===== src/rtl/instr_encoder_pkg.sv =====
// rtl/instr_encoder_pkg.sv - shared types and field constants for the instruction encoder
// Contents: instruction class enum, Op codes, data-processing cmd codes,
//           long-multiply pattern constants, immediate limits, FSM state type.
package instr_encoder_pkg;

    typedef enum logic [3:0] {
        CLS_ADD   = 4'd0,
        CLS_SUB   = 4'd1,
        CLS_AND   = 4'd2,
        CLS_ORR   = 4'd3,
        CLS_MUL   = 4'd4,
        CLS_DIV   = 4'd5,
        CLS_LDR   = 4'd6,
        CLS_STR   = 4'd7,
        CLS_B     = 4'd8,
        CLS_UMULL = 4'd9,
        CLS_SMULL = 4'd10
    } instr_class_e;

    localparam logic [1:0] OP_DP  = 2'b00;
    localparam logic [1:0] OP_MEM = 2'b01;
    localparam logic [1:0] OP_BR  = 2'b10;

    localparam logic [3:0] CMD_ADD = 4'b0100;
    localparam logic [3:0] CMD_SUB = 4'b0010;
    localparam logic [3:0] CMD_AND = 4'b0000;
    localparam logic [3:0] CMD_ORR = 4'b1100;
    localparam logic [3:0] CMD_MUL = 4'b1001;
    localparam logic [3:0] CMD_DIV = 4'b0001;

    // Long multiply: bits [27:23] and bits [7:4]
    localparam logic [4:0] LMUL_HI   = 5'b00001;
    localparam logic [3:0] LMUL_MARK = 4'b1001;

    localparam logic [31:0] DP_IMM_MAX  = 32'd255;
    localparam logic [31:0] MEM_IMM_MAX = 32'd4095;

    typedef enum logic [1:0] {
        ST_IDLE  = 2'd0,
        ST_WRITE = 2'd1,
        ST_ERR   = 2'd2
    } state_e;

endpackage


===== src/rtl/instr_encoder_word.sv =====
// rtl/instr_encoder_word.sv - combinational descriptor-to-instruction-word encoder
// Ports: cls/cond/s/use_imm/rd/ra/rn/rm/imm descriptor fields in;
//        word = encoded 32-bit instruction, illegal = descriptor cannot be encoded.
module instr_encode_word
    import instr_encoder_pkg::*;
(
    input  logic [3:0]  cls,
    input  logic [3:0]  cond,
    input  logic        s,
    input  logic        use_imm,
    input  logic [3:0]  rd,
    input  logic [3:0]  ra,
    input  logic [3:0]  rn,
    input  logic [3:0]  rm,
    input  logic [31:0] imm,
    output logic [31:0] word,
    output logic        illegal
);

    logic       is_dp;
    logic       is_mem;
    logic       is_br;
    logic       is_lmul;
    logic       no_imm;     // MUL/DIV never take an immediate operand
    logic       imm_on;
    logic [3:0] cmd;

    always_comb begin
        is_dp   = 1'b0;
        is_mem  = 1'b0;
        is_br   = 1'b0;
        is_lmul = 1'b0;
        no_imm  = 1'b0;
        cmd     = CMD_AND;
        case (instr_class_e'(cls))
            CLS_ADD:   begin is_dp = 1'b1; cmd = CMD_ADD; end
            CLS_SUB:   begin is_dp = 1'b1; cmd = CMD_SUB; end
            CLS_AND:   begin is_dp = 1'b1; cmd = CMD_AND; end
            CLS_ORR:   begin is_dp = 1'b1; cmd = CMD_ORR; end
            CLS_MUL:   begin is_dp = 1'b1; cmd = CMD_MUL; no_imm = 1'b1; end
            CLS_DIV:   begin is_dp = 1'b1; cmd = CMD_DIV; no_imm = 1'b1; end
            CLS_LDR,
            CLS_STR:   is_mem  = 1'b1;
            CLS_B:     is_br   = 1'b1;
            CLS_UMULL,
            CLS_SMULL: is_lmul = 1'b1;
            default:   ;
        endcase
    end

    always_comb begin
        word    = '0;
        illegal = 1'b0;
        imm_on  = use_imm & ~no_imm;
        if (is_dp) begin
            word    = {cond, OP_DP, imm_on, cmd, s, rn, rd,
                       imm_on ? {4'h0, imm[7:0]} : {8'h00, rm}};
            illegal = imm_on && (imm > DP_IMM_MAX);
        end else if (is_mem) begin
            // I=0, P=1, U=1, B=0, W=0, L
            word    = {cond, OP_MEM, 5'b01100, (cls == CLS_LDR), rn, rd, imm[11:0]};
            illegal = imm > MEM_IMM_MAX;
        end else if (is_br) begin
            word    = {cond, OP_BR, 2'b10, imm[23:0]};
            // Offset fits in 24 signed bits only if bits [31:23] are a sign extension
            illegal = (imm[31:23] != 9'h000) && (imm[31:23] != 9'h1FF);
        end else if (is_lmul) begin
            word    = {cond, LMUL_HI, (cls == CLS_UMULL), 1'b0, s, ra, rd, rm, LMUL_MARK, rn};
        end else begin
            illegal = 1'b1;
        end
    end

endmodule


===== src/rtl/instr_encoder.sv =====
// rtl/instr_encoder.sv - accepts instruction descriptors, encodes and writes them to memory
// Ports: clk/reset; start+base_addr restart the stream; in_* descriptor handshake;
//        mem_we/mem_addr/mem_wdata/mem_ready write handshake; word_count/full/err status.
module instr_encoder
    import instr_encoder_pkg::*;
#(
    parameter int MAX_WORDS = 1024
)
(
    input  logic        clk,
    input  logic        reset,
    input  logic        start,
    input  logic [31:0] base_addr,
    input  logic        in_valid,
    output logic        in_ready,
    input  logic [3:0]  in_class,
    input  logic [3:0]  in_cond,
    input  logic        in_s,
    input  logic        in_use_imm,
    input  logic [3:0]  in_rd,
    input  logic [3:0]  in_ra,
    input  logic [3:0]  in_rn,
    input  logic [3:0]  in_rm,
    input  logic [31:0] in_imm,
    output logic        mem_we,
    output logic [31:0] mem_addr,
    output logic [31:0] mem_wdata,
    input  logic        mem_ready,
    output logic [15:0] word_count,
    output logic        full,
    output logic        err
);

    localparam logic [15:0] MAX_COUNT = 16'(MAX_WORDS);

    state_e      state_q, state_d;
    logic [31:0] addr_q, addr_d;
    logic [31:0] wdata_q, wdata_d;
    logic [15:0] count_q, count_d;

    logic [31:0] enc_word;
    logic        enc_illegal;
    logic        accept;

    instr_encode_word u_encode (
        .cls     (in_class),
        .cond    (in_cond),
        .s       (in_s),
        .use_imm (in_use_imm),
        .rd      (in_rd),
        .ra      (in_ra),
        .rn      (in_rn),
        .rm      (in_rm),
        .imm     (in_imm),
        .word    (enc_word),
        .illegal (enc_illegal)
    );

    assign full     = (count_q == MAX_COUNT);
    // start blocks acceptance so it can never race with a new descriptor
    assign in_ready = ~reset & ~start & ~full & (state_q == ST_IDLE);
    assign accept   = in_valid & in_ready;

    always_ff @(posedge clk) begin
        if (reset) begin
            state_q <= ST_IDLE;
        end else begin
            state_q <= state_d;
        end
    end

    always_comb begin
        state_d = state_q;
        if (start) begin
            state_d = ST_IDLE;
        end else begin
            case (state_q)
                ST_IDLE:  if (accept) state_d = enc_illegal ? ST_ERR : ST_WRITE;
                ST_WRITE: if (mem_ready) state_d = ST_IDLE;
                ST_ERR:   state_d = ST_ERR;
                default:  state_d = ST_IDLE;
            endcase
        end
    end

    always_ff @(posedge clk) begin
        if (reset) begin
            addr_q  <= '0;
            wdata_q <= '0;
            count_q <= '0;
        end else begin
            addr_q  <= addr_d;
            wdata_q <= wdata_d;
            count_q <= count_d;
        end
    end

    always_comb begin
        addr_d  = addr_q;
        wdata_d = wdata_q;
        count_d = count_q;
        if (start) begin
            addr_d  = base_addr;
            count_d = '0;
        end else if ((state_q == ST_IDLE) && accept && !enc_illegal) begin
            wdata_d = enc_word;
        end else if ((state_q == ST_WRITE) && mem_ready) begin
            addr_d  = addr_q + 32'd4;
            count_d = count_q + 16'd1;
        end
    end

    always_comb begin
        mem_we     = (state_q == ST_WRITE);
        err        = (state_q == ST_ERR);
        mem_addr   = addr_q;
        mem_wdata  = wdata_q;
        word_count = count_q;
    end

endmodule


===== config.mk =====
export PLATFORM = sky130hd
export DESIGN_NAME = instr_encoder
export DESIGN_NICKNAME = d
export VERILOG_FILES = /design/src/rtl/instr_encoder_pkg.sv /design/src/rtl/instr_encoder_word.sv /design/src/rtl/instr_encoder.sv
export SDC_FILE = /design/constraint.sdc
export NUM_CORES = 1
export LEC_CHECK = 0
export BUFFER_PORTS_ARGS = -buffer_cell sky130_fd_sc_hd__buf_2
export CAP_MARGIN = 20
export CORE_MARGIN = 2
export CORE_UTILIZATION = 45
export CTS_BUF_LIST = sky130_fd_sc_hd__clkbuf_2
export CTS_CLUSTER_DIAMETER = 150
export DETAILED_ROUTE_END_ITERATION = 10
export PLACE_DENSITY = 0.74
export REMOVE_ABC_BUFFERS = 1
export SLEW_MARGIN = 20
export SYNTH_ARGS = -nofsm -noshare
export SYNTH_HDL_FRONTEND = slang
export SYNTH_SLANG_ARGS = --single-unit

===== constraint.sdc =====
create_clock -name clk -period 2.5 [get_ports clk]
set_clock_uncertainty 0.15 [all_clocks]
set_input_delay 0.25 -clock clk [delete_from_list [all_inputs] [get_ports clk]]
set_output_delay 0.25 -clock clk [all_outputs]
set_load 0.005 [all_outputs]

==> impl_metrics.toml <==
[global_route]
antenna_found_initial = 0
grt_start_max_net_pins = 53
grt_pass1_wl_mm = 23.7
track_usage_pct = 25.9
grt_pass1_vias = 5033
grt_overflow = 0

[synth]
netlist_area_mm2 = 0.00473
yosys.area.top_type_share_pct = 34.7
ys_top_cells_by_area = "dfxtp_1 35%, mux2i_1 5.9%, nor2_1 5.3%, xnor2_1 4.8%, a211oi_1 4.1%"
synth.distinct_cells = 55
synthFlopType = "dfxtp_1"
synthCells = 573
yosysTopAreaCell = "dfxtp_1"
synth_enable_flop_cells = 0
synth_seq_cells = 82
ys_seq_area_share_pct = 34.7
ys_warn_count = 0
avgSynthCellArea_um2 = 8.26
async_reset_ff_share_pct = 0

[route]
via_count = 5283
wl_per_cell_um = 15.9
drt-initial-drc-count = 277
postRouteWirelength_mm = 15.1
drc = 0
via_per_inst = 5.56
dr.pass1.iters = 7
antenna_left = 0

[timing]
slew_violations = 0
worst_slew_pin_slew_ns = 0.755
final_hold_viol_count = 0
rsz0062_at_grt = "false"
fin_crit_sh_pct = 94.1
max_slew_margin_pct = 49.4
period_needed_ns = 2.35
setup_viol = 0
fmaxAchievable_ghz = 0.425
tns_ns = 0

[critical_path]
arrival_ns = 1.95
critPathLaunchType = "register"
path_buf_inv = 2
cp_top_family = "simple AND/OR/NAND/NOR gates"
cp_slowest_stage_delay_ns = 0.42
worst-setup-path-type = "register to primary output"
worst-path-max-fanout = 5
worstPathRequired_ns = 2.10
path_cells = "inv_1, ha_1, nor4b_2, nand4_1, and2_1, buf_2"
end_kind = "primary output"
cp_slowest_cell = "dfxtp_1"

[die]
die_y_um = 107
core_area_mm2 = 0.0103
row_count = 37
die_area_mm2 = 0.0114
initial_core_util_pct = 46.0
ioPinCount = 179
dieWidth_um = 107

[placement]
gp_congestion = 0.863
place_hpwl_mm = 10.7
port_buffers = 178
place_area_mm2 = 0.00580
dp.cells = 870

[job]
max-cap-violations = 0

[layout]
final_common_cell = "buf_2"
final_cells = 951
layout.nets = 908
drive_gt1_share_pct = 30.2
final_area_mm2 = 0.00655
multi_input_area_mm2 = 0.00287
fillers = 890
layout_common_cells = "178 x buf_2, 82 x dfxtp_1, 67 x nor2_1, 64 x dlygate4sd3_1, 46 x nand2_1"
regArea_mm2 = 0.00164
num_antenna_cells = 0
syn_to_final_growth_pct = 38.4

[outcome]
status = "finished, final reports clean"

[power]
internal_power_mw = 1.79
combPwrFrac_pct = 22.0
ir_drop_mv = 0.227
p_sw_mw = 0.827
pwr-share-seq_pct = 53.8
p_per_area_mw_per_mm2 = 400
clockPowerShare_pct = 24.2
p_leak_nw = 2.83
switching_share_pct = 31.6

[cts]
clock_latency_ns = 0.55
cts_tree = "built"
clk_pin_slew_ns = 0.26
h-tree-depth = 3
cts_buffers = 9
cts_root_buffer = "clkbuf_2"
ctsLongestPathBuffers = 2
clock_sinks = 82

[worst_hold_path]
hold_class = "primary input to register"
state kept, by name, indices dropped and copies added, names as in the netlist:
register and flops:
word_count 16, state_q 2, mem_wdata 32, mem_addr 32
logic make-up (layout without fill, tap and decap cells):
family	Yosys count	after routing	share of synthesized area [%]
adders and majority gates	3	3	0.793
muxes	41	41	9.02
DFF	82	82	34.7
xor gates and xnor gates	32	32	5.92
buffers and inverters	54	296	5.02
and+or+nand+nor	246	246	27.2
AOI/OAI and AO/OA	115	115	17.3
metal layers:
layer	GRT usage, %	up-vias	share of wire [%]
li1	-	2577	-
met5	0	-	0
met1	30.0	2462	40
met4	9.46	0	2.5
met2	46.5	217	50
met3	6.19	27	7.4
tightest hold or removal path, stage by stage:
cell and delay, ns:
buf_2 0.10, mux2_2 0.15, a221oi_1 0.07, mux2i_1 0.13
power by group through the flow:
stage / clock, mW / combinational, mW / sequential [mW]
after floorplan: 0 / 0.218 / 1.43
after global placement: 0 / 0.471 / 1.43
after detailed placement: 0 / 0.480 / 1.43
after CTS: 0.646 / 0.566 / 1.41
after global routing: 0.709 / 0.627 / 1.42
final: 0.635 / 0.577 / 1.41
cell type report:
| class | instances | area share [%] |
|---|---|---|
| inverter | 13 | 0.745 |
| clock inverter | 6 | 0.649 |
| clock buffer | 10 | 0.764 |
| tap | 136 | 2.60 |
| multi-input combinational | 437 | 43.7 |
| sequential | 82 | 25.1 |
| timing repair buffer | 267 | 26.4 |
path summary, 6_finish.rpt:
check / end / startpoint / slack (ns) / depth (start not counted)
setup / recovery: in_ready / word_count[1] / 0.15 / 6
hold / removal: mem_wdata[0] / in_rn[0] / 0.03 / 4
setup reg to reg: mem_addr[28] / mem_addr[2] / 0.16 / 6
hold reg to reg: mem_wdata[28] / mem_wdata[28] / 0.33 / 2
synth_stat cells (15+ instances only):
library cell  instances
a21oi_1              21
dfxtp_1              82
a211oi_1             26
nor2_1               67
mux2i_1              28
nand3_1              17
a31oi_1              15
nand4_1              15
nand2_1              46
xnor2_1              26
clkbuf_1             24
nor3_1               30
nor4_1               15
per-stage QoR:
| stage | setup slack (ns) | hold WS [ns] | total power [mW] | util (%) |
|---|---|---|---|---|
| after detailed placement | 0.112 | 0.305 | 1.91 | 56.4 |
| after global placement | 0.283 | 0.293 | 1.90 | 56.4 |
| after CTS | 0.00163 | 0.00749 | 2.62 | 63.5 |
| after floorplan | 0.0773 | 0.169 | 1.65 | - |
| after global routing | 0.00954 | 0.0201 | 2.75 | 63.7 |
| final | 0.147 | 0.0282 | 2.62 | 63.7 |
repair_timing:
action                                  in CTS  in global routing
pin swaps                                    1                  1
gates cloned                                 0                  0
buffers inserted                             0                  1
resized for setup                            0                  3
endpoints found under the hold margin       54                  0
endpoints found under the setup margin       1                  3
hold buffers                                64                  0
Power figures use the tool's default switching activity.
